### src/rtl/m_seq_pkg.sv
// rtl/m_seq_pkg.sv - shared constants and LFSR helpers for the M-sequence transmitter
package m_seq_pkg;

    localparam int unsigned MAX_ORDER = 15;
    localparam int unsigned MIN_DIV   = 2;

    // Maximal-length tap masks; bit n-1 set for tap n.
    function automatic logic [MAX_ORDER-1:0] tap_mask(input int unsigned order);
        case (order)
            3:       tap_mask = 15'h0006;
            4:       tap_mask = 15'h000C;
            5:       tap_mask = 15'h0014;
            6:       tap_mask = 15'h0030;
            7:       tap_mask = 15'h0060;
            8:       tap_mask = 15'h00B8;
            9:       tap_mask = 15'h0110;
            10:      tap_mask = 15'h0240;
            11:      tap_mask = 15'h0500;
            12:      tap_mask = 15'h0829;
            13:      tap_mask = 15'h100D;
            14:      tap_mask = 15'h2015;
            15:      tap_mask = 15'h6000;
            default: tap_mask = '0;
        endcase
    endfunction

    function automatic logic [MAX_ORDER-1:0] lfsr_shift(input logic [MAX_ORDER-1:0] s,
                                                        input int unsigned order);
        logic [MAX_ORDER-1:0] keep;
        logic                 fb;
        keep = MAX_ORDER'((32'd1 << order) - 32'd1);
        fb   = ^(s & tap_mask(order));
        return {s[MAX_ORDER-2:0], fb} & keep;
    endfunction

endpackage

### src/rtl/m_seq_lfsr.sv
// rtl/m_seq_lfsr.sv - Fibonacci LFSR with seed load and all-zero lockup recovery
module m_seq_lfsr
    import m_seq_pkg::*;
#(
    parameter int unsigned      ORDER = 7,
    parameter logic [ORDER-1:0] SEED  = '1
) (
    input  logic             clk,
    input  logic             rst_n,
    input  logic             load,
    input  logic             step,
    output logic [ORDER-1:0] state
);

    logic [ORDER-1:0] state_q;
    logic [ORDER-1:0] state_d;

    always_comb begin
        state_d = state_q;
        if (load) begin
            state_d = SEED;
        end else if (step) begin
            state_d = (state_q == '0) ? SEED
                                      : ORDER'(lfsr_shift(MAX_ORDER'(state_q), ORDER));
        end
    end

    always_ff @(posedge clk or negedge rst_n) begin
        if (!rst_n) begin
            state_q <= SEED;
        end else begin
            state_q <= state_d;
        end
    end

    assign state = state_q;

endmodule

### src/rtl/m_seq_tx.sv
// rtl/m_seq_tx.sv - M-sequence serial transmitter with bit clock, bit strobe and frame sync
module m_seq_tx
    import m_seq_pkg::*;
#(
    parameter int unsigned      ORDER = 7,
    parameter int unsigned      DIV_W = 32,
    parameter logic [ORDER-1:0] SEED  = '1
) (
    input  logic             clk,
    input  logic             rst_n,
    input  logic             en,
    input  logic [DIV_W-1:0] div_cfg,
    output logic             m_out,
    output logic             bit_clk,
    output logic             bit_stb,
    output logic             frame_sync
);

    localparam logic [ORDER-1:0] IDX_LAST = ORDER'((32'd1 << ORDER) - 32'd2);
    localparam logic [DIV_W-1:0] DIV_MIN  = DIV_W'(MIN_DIV);

    logic             en_q, en_d;
    logic [DIV_W-1:0] cnt_q, cnt_d;
    logic [DIV_W-1:0] div_q, div_d;
    logic [ORDER-1:0] idx_q, idx_d;
    logic             m_out_q, m_out_d;
    logic             bit_clk_q, bit_clk_d;
    logic             bit_stb_q, bit_stb_d;
    logic             frame_sync_q, frame_sync_d;

    logic             lfsr_load;
    logic             lfsr_step;
    logic [ORDER-1:0] lfsr_state;
    logic [ORDER-1:0] nxt_state;
    logic [DIV_W-1:0] div_eff;

    m_seq_lfsr #(
        .ORDER (ORDER),
        .SEED  (SEED)
    ) u_lfsr (
        .clk   (clk),
        .rst_n (rst_n),
        .load  (lfsr_load),
        .step  (lfsr_step),
        .state (lfsr_state)
    );

    always_comb begin
        en_d         = en;
        cnt_d        = cnt_q;
        div_d        = div_q;
        idx_d        = idx_q;
        m_out_d      = m_out_q;
        bit_clk_d    = bit_clk_q;
        bit_stb_d    = 1'b0;
        frame_sync_d = 1'b0;
        lfsr_load    = 1'b0;
        lfsr_step    = 1'b0;
        div_eff      = (div_cfg < DIV_MIN) ? DIV_MIN : div_cfg;
        // m_out is registered alongside the LFSR, so predict the MSB it will hold after the step.
        nxt_state    = (lfsr_state == '0) ? SEED
                                          : ORDER'(lfsr_shift(MAX_ORDER'(lfsr_state), ORDER));

        if (!en) begin
            cnt_d     = '0;
            idx_d     = '0;
            m_out_d   = 1'b0;
            bit_clk_d = 1'b0;
            lfsr_load = 1'b1;
        end else if (!en_q) begin
            cnt_d        = '0;
            idx_d        = '0;
            div_d        = div_eff;
            lfsr_load    = 1'b1;
            m_out_d      = SEED[ORDER-1];
            bit_clk_d    = 1'b1;
            bit_stb_d    = 1'b1;
            frame_sync_d = 1'b1;
        end else if (cnt_q == div_q - 1'b1) begin
            cnt_d        = '0;
            idx_d        = (idx_q == IDX_LAST) ? '0 : idx_q + 1'b1;
            div_d        = div_eff;
            lfsr_step    = 1'b1;
            m_out_d      = nxt_state[ORDER-1];
            bit_clk_d    = 1'b1;
            bit_stb_d    = 1'b1;
            frame_sync_d = (idx_q == IDX_LAST);
        end else begin
            cnt_d     = cnt_q + 1'b1;
            bit_clk_d = (cnt_d < (div_q >> 1));
        end
    end

    always_ff @(posedge clk or negedge rst_n) begin
        if (!rst_n) begin
            en_q         <= 1'b0;
            cnt_q        <= '0;
            div_q        <= DIV_MIN;
            idx_q        <= '0;
            m_out_q      <= 1'b0;
            bit_clk_q    <= 1'b0;
            bit_stb_q    <= 1'b0;
            frame_sync_q <= 1'b0;
        end else begin
            en_q         <= en_d;
            cnt_q        <= cnt_d;
            div_q        <= div_d;
            idx_q        <= idx_d;
            m_out_q      <= m_out_d;
            bit_clk_q    <= bit_clk_d;
            bit_stb_q    <= bit_stb_d;
            frame_sync_q <= frame_sync_d;
        end
    end

    assign m_out      = m_out_q;
    assign bit_clk    = bit_clk_q;
    assign bit_stb    = bit_stb_q;
    assign frame_sync = frame_sync_q;

endmodule

### config.mk
export PLATFORM = sky130hd
export DESIGN_NAME = m_seq_tx
export DESIGN_NICKNAME = d
export VERILOG_FILES = /design/src/rtl/m_seq_pkg.sv /design/src/rtl/m_seq_lfsr.sv /design/src/rtl/m_seq_tx.sv
export SDC_FILE = /design/constraint.sdc
export NUM_CORES = 1
export LEC_CHECK = 0
export CORE_AREA = 4 4 119 121
export CTS_CLUSTER_SIZE = 20
export DETAILED_ROUTE_END_ITERATION = 8
export DIE_AREA = 0 0 123 125
export PLACE_DENSITY_LB_ADDON = 0.25
export SYNTH_ARGS = -nofsm -noshare
export SYNTH_HDL_FRONTEND = slang
export SYNTH_HIERARCHICAL = 1
export SYNTH_SLANG_ARGS = --single-unit
export TNS_END_PERCENT = 30
### constraint.sdc
create_clock -name clk -period 3.2 [get_ports clk]
set_input_delay 0.64 -clock clk [delete_from_list [all_inputs] [get_ports clk]]
set_output_delay 0.64 -clock clk [all_outputs]
set_load 0.01 [all_outputs]
=== Word-level counts from Yosys, hierarchy flattened ===
Cells that the tools add are included.

* Flip-flop bits (word level): 83
* Input port bits: 35
* Output and inout bits: 4
* Logic and storage cells: 56

* Add/sub/neg operators: 3
* Order comparisons: 2
* Equality and inequality tests: 4
* Muxes and demuxes: 32
* Bitwise gates (word level): 1
* Reduce and logical (&&, ||, !) cells: 5

{| class="wikitable"
|+ Operator list
! cell !! count
|-
| 32-bit two-way mux || 6
|-
| 7-bit two-way mux || 8
|-
| 32-bit by 1-bit adder with 32-bit output (second input constant) || 1
|-
| 32-bit == test || 1
|-
| 32-bit by 2-bit < comparator with 1-bit output (second input constant) || 1
|-
| 32-bit by 31-bit < comparator with 1-bit output || 1
|-
| 32-bit by 1-bit subtractor with 32-bit output (second input constant) || 1
|-
| 15-bit two-way mux || 2
|-
| 15-bit XOR reduction || 2
|-
| 1-bit two-way mux || 16
|-
| 7-bit by 15-bit AND with 15-bit output || 1
|-
| 7-bit by 1-bit adder with 7-bit output (second input constant) || 1
|-
| 7-bit == test (second input constant) || 1
|-
| 7-bit logical NOT || 1
|-
| 3-bit by 2-bit inequality test with 1-bit output (second input constant) || 1
|-
| 2-bit by 1-bit inequality test with 1-bit output (second input constant) || 1
|-
| 2-bit AND reduction || 1
|-
| 2-bit nonzero test || 1
|}

=== Longest topological paths before layout ===
* Depth after elaboration: 12
* Mapped depth: 17
* Mapped depth without buffers: 17

=== Cells and area by module ===
Netlist, hierarchy kept.

{| class="wikitable"
|+ Modules (own cells, without submodules)
! module !! times used !! cells an instance !! area each (um^2) !! seq. area each (um^2)
|-
| m_seq_tx || 1 || 560 || 5412.7 || 1903.1
|-
| m_seq_lfsr || 1 || 35 || 339.1 || 183.9
|}

=== Worst setup path before layout ===
Ideal clock, no wire load.

* Path type: register to register
* Start point: reg div_q[0]
* End point: reg u_lfsr.state_q[3], in the netlist u_lfsr/state[3]
* Setup time: 0.077 ns
* Data arrival time: 3.163 ns
* Data required time: 3.123 ns
* Setup slack: -0.041 ns
* Cell stages (with the launch flop): 15
* Buffers on the path: 2
* Period minus slack after synthesis: 3.241 ns
* Cell sequence: dfrtp_1 > inv_1 > ha_1 > nor3b_1 > and4_1 > buf_4 > nand3_1 > or3_1 > a21oi_1 > nand4_1 > nor4_4 > nor2b_1 > buf_1 > nor3_1 > a31oi_1

* Cells in the longest elaborated chain, start to end: 6

{| class="wikitable"
|+ RTL lines
! element !! RTL line !! RTL
|-
| from (decl) || m_seq_tx.sv:24 || <nowiki>logic [DIV_W-1:0] div_q, div_d;</nowiki>
|-
| from (signal assigned) || m_seq_tx.sv:107 || <nowiki>div_q <= div_d;</nowiki>
|-
| 32-bit by 1-bit subtractor with 32-bit output || m_seq_tx.sv:79 || <nowiki>end else if (cnt_q == div_q - 1'b1) begin</nowiki>
|-
| 32-bit == test || m_seq_tx.sv:79 ||
|-
| 1-bit two-way mux || m_seq_tx.sv:79 ||
|-
| 1-bit two-way mux || m_seq_tx.sv:70 || <nowiki>end else if (!en_q) begin</nowiki>
|-
| 1-bit two-way mux || m_seq_tx.sv:64 || <nowiki>if (!en) begin</nowiki>
|-
| named net lfsr_step || m_seq_tx.sv:32 || <nowiki>logic lfsr_step;</nowiki>
|-
| 2-bit nonzero test (no line) || n/a ||
|-
| to (signal assigned) || m_seq_lfsr.sv:32 || <nowiki>state_q <= state_d;</nowiki>
|-
| to (decl) || m_seq_lfsr.sv:15 || <nowiki>logic [ORDER-1:0] state_q;</nowiki>
|}

The timed path passes the listed nets, and every way through them passes these cells.
A chain may end at the register's enable or synchronous reset.

=== Worst setup path after layout ===
* Start point: reg div_q[8]
* End point: reg div_q[5]

* Cells in the longest elaborated chain, start to end: 4

{| class="wikitable"
|+ RTL lines
! element !! RTL line
|-
| 32-bit by 1-bit subtractor with 32-bit output || m_seq_tx.sv:79
|-
| 32-bit == test || m_seq_tx.sv:79
|-
| 2-bit by 1-bit inequality test with 1-bit output (no line) || n/a
|-
| 2-bit AND reduction (no line) || n/a
|}

No other way between the ends.

==> impl_results.md <==
* Status: finished, violations left
* Failing checks: negative setup slack
* Root Buffer: clkbuf_16
* Post-Syn Nets at 664
* ANT cells at 0
* Vias per cell at 5.48
* Placed cells at 862
* Number of synthesized register bits at 83
* Yosys top cell area share at 0.326
* Slowest-stage cell, CP: nor4_4
* Area contributors post-synth: dfrtp_1 33%, xnor2_1 8.5%, ha_1 7.4%, mux2_4 6.8%, nor2b_1 4.1%
* FILL cells at 1121
* Routed via count at 4884
* P&R area growth vs syn at 30.7%
* Placed instance area at 6810 um^2
* WL final at 15100 um
* Clk_lat worst skew at 0.34 ns
* Largest net degree at the start of global routing at 84
* Total gr overflow at 0
* WL/cell at 17.0 um
* Setup ws final at -0.0337 ns
* RSZ-0062 raised after global routing: true
* Max-cap violations at 0
* CP endpoint kind: register
* WP data required at 3.43 ns
* Fin cells at 892
* Mapped Area at 5750 um^2
* Leading cell types in the layout, fill and taps excluded: 79 x buf_4, 72 x dfrtp_1, 53 x xnor2_1
* Avg Inst Size Synth at 9.67 um^2
* CTS Buf Count at 9
* Number of DRC markers in iteration 0 at 373
* FP Rows at 42
* Max-slew headroom at 0.292
* Pleak at 0.00337 uW
* Critical path's largest stage delay at 0.42 ns
* Die Y at 125 um
* CP Cell Sequence: nor4_4 > nand4_4 > buf_4 > nor3_4 > o221ai_1 > a21boi_1 > a21boi_2 > nor4_4 > buf_4 > o21ai_4 > clkbuf_16 > buf_6 > mux2_2
* Worst-Margin Slew at 1.06 ns
* H-tree levels at 3
* Max IR drop VDD at 0.311 mV
* Drt drc at 0
* Design area at 7520 um^2
* FFs w/ async S/R, synth at 1.00
* DRT Pass-1 Iters at 5
* Post-Synthesis Cells at 595
* Final slew viol count at 0
* Tcrit/Tclk final at 1.01
* Startpoint types: register
* Initial antenna violation count at 0
* # setup viols final at 12
* Fmax at 309 MHz
* Clock Sinks at 83
* Cell area power density at 385 nW/um^2
* Unique cell type count in the Yosys netlist at 58
* Vias in the first global route at 4992
* Initial core utilization at 0.440
* Hold Fails Final Rpt at 0
* Routability cong. at 0.940
* Area leader, netlist: dfrtp_1
* Hold_buf cts at 0
* Seq/Total Area, Yosys at 0.363
* Most common cell after layout, fill and taps aside: buf_4
* Die width at 123 um
* GRT Total Usage at 0.200
* Share of cells above drive strength 1 at 0.277
* Top_reg_cell synth: dfrtp_1
* Worst EP arrival at 3.46 ns
* CTS clock-pin slew for the worst setup and hold paths at 0.06 ns
* Dpl hpwl at 11100 um
* First-pass GRT wire length at 24500 um
* Net count, final at 780
* EDFF count, synth at 0
* Synthesis Warnings at 6
* Port Buf Inserts at 38
* Antenna-violating nets left at 0
* Core area at 13100 um^2
* Minimum clock period at 3.23 ns
* Worst min path class: input pin to async pin
* Die area at 15400 um^2
* Worst Skew at 0.00853 ns
* Crit-path max FO at 8
* CTS tree: yes
* Clk buf depth at 2
* Num ports at 39
* Crit Path Category: register to register
-- per-layer routing --
metal / global-route usage / part of all wire / vias up
met2: 0.323 / 0.48 / 116
met1: 0.265 / 0.46 / 2389
li1: - / - / 2350
met4: 0.0782 / 0.025 / 0
met5: 0 / 0 / -
met3: 0.0370 / 0.036 / 29
-- power by group --
| part | switching, uW | internal, uW | total [uW] |
|---|---|---|---|
| clock network | 420 | 569 | 988 |
| logic | 351 | 359 | 711 |
| registers | 77.3 | 1120 | 1190 |
| total | 848 | 2050 | 2890 |
-- cell type report --
| class | count | area (um^2) | share of cell area |
|---|---|---|---|
| Clock buffer | 13 | 260 | 0.0346 |
| Clock inverter | 3 | 22.5 | 0.00300 |
| Inverter | 42 | 158 | 0.0210 |
| Multi-Input combinational cell | 452 | 3690 | 0.491 |
| Sequential cell | 83 | 2090 | 0.278 |
| Tap cell | 176 | 220 | 0.0293 |
| Timing Repair Buffer | 123 | 1080 | 0.143 |
-- Yosys cell counts (2+ instances only) --
cell,number
dfrtp_1,75
nor3_1,19
nor4_1,16
dfstp_2,8
a31oi_1,12
clkbuf_1,7
xor2_1,19
nor2b_1,38
a2111oi_0,2
nor3_2,4
a311oi_1,4
mux2_2,4
and2_1,3
nor3b_1,2
nor4_2,6
nor4b_1,4
or4_1,2
o21ai_0,11
ha_1,34
nand4_1,19
and4_1,3
mux2_4,26
xnor2_1,56
mux2i_1,5
buf_6,3
inv_1,42
nand2_1,32
and3_1,7
a21o_1,7
buf_2,5
nand3_1,27
or3_1,2
a21boi_1,2
a21oi_1,20
a41oi_1,2
o211ai_1,5
buf_4,2
nor2_1,40
-- worst max-delay path: cells and delay by family (launching register included) --
| family | cells | cell delay (ns) |
|---|---|---|
| buffers and inverters | 4 | 0.69 |
| multiplexers | 1 | 0.34 |
| flip-flops | 1 | 0.40 |
| AO/OA/AOI/OAI | 4 | 0.75 |
| AND/OR/NAND/NOR | 4 | 0.91 |
-- logic make-up after synthesis --
kind of cell / count (synthesis) / synth area share
adder cells (fa/ha/maj): 34 / 0.0740
AND/OR/NAND/NOR: 231 / 0.229
buffers and inverters: 60 / 0.0455
AO/OA/AOI/OAI: 76 / 0.0883
multiplexers: 36 / 0.0864
XOR/XNOR: 75 / 0.114
flip-flops: 83 / 0.363
-- timing repair --
item / in CTS / in global routing
setup endpoints to repair: 71 / 78
gates cloned: 0 / 2
resized for setup: 7 / 59
buffers inserted: 0 / 14
pin swaps: 3 / 32
-- worst paths after layout --
path | start | end | slack [ns] | depth (start not counted)
max | div_q[8] | div_q[5] | -0.03 | 13
min | rst_n | div_q[12] | 0.49 | 1
max reg2reg | div_q[8] | div_q[5] | -0.03 | 13
min reg2reg | u_lfsr/state[2] | u_lfsr/state[3] | 0.50 | 2
max in group asynchronous | rst_n | div_q[4] | 1.97 | 1
min in group clk | u_lfsr/state[2] | u_lfsr/state[3] | 0.50 | 2
-- stage by stage --
stage	utilization	setup slack, ns	power, uW	hold slack [ns]	TNS, ns
after floorplan	-	0.0792	1570	0.344	0
after global placement	0.520	-0.0484	1830	0.482	-0.0484
after detailed placement	0.520	-0.129	1840	0.488	-1.29
after CTS	0.545	0.00561	2850	0.497	0
after global routing	0.575	-0.224	3040	0.505	-5.50
final	0.575	-0.0337	2890	0.490	-0.135
-- flip-flops by register name (all words and copies together) (netlist names) --
register and cells:
cnt_q 32, div_q 32, idx_q 7, u_lfsr/state 7, bit_clk 1, bit_stb 1, en_q 1, frame_sync 1
m_out 1
Power figures use the tool's default switching activity.
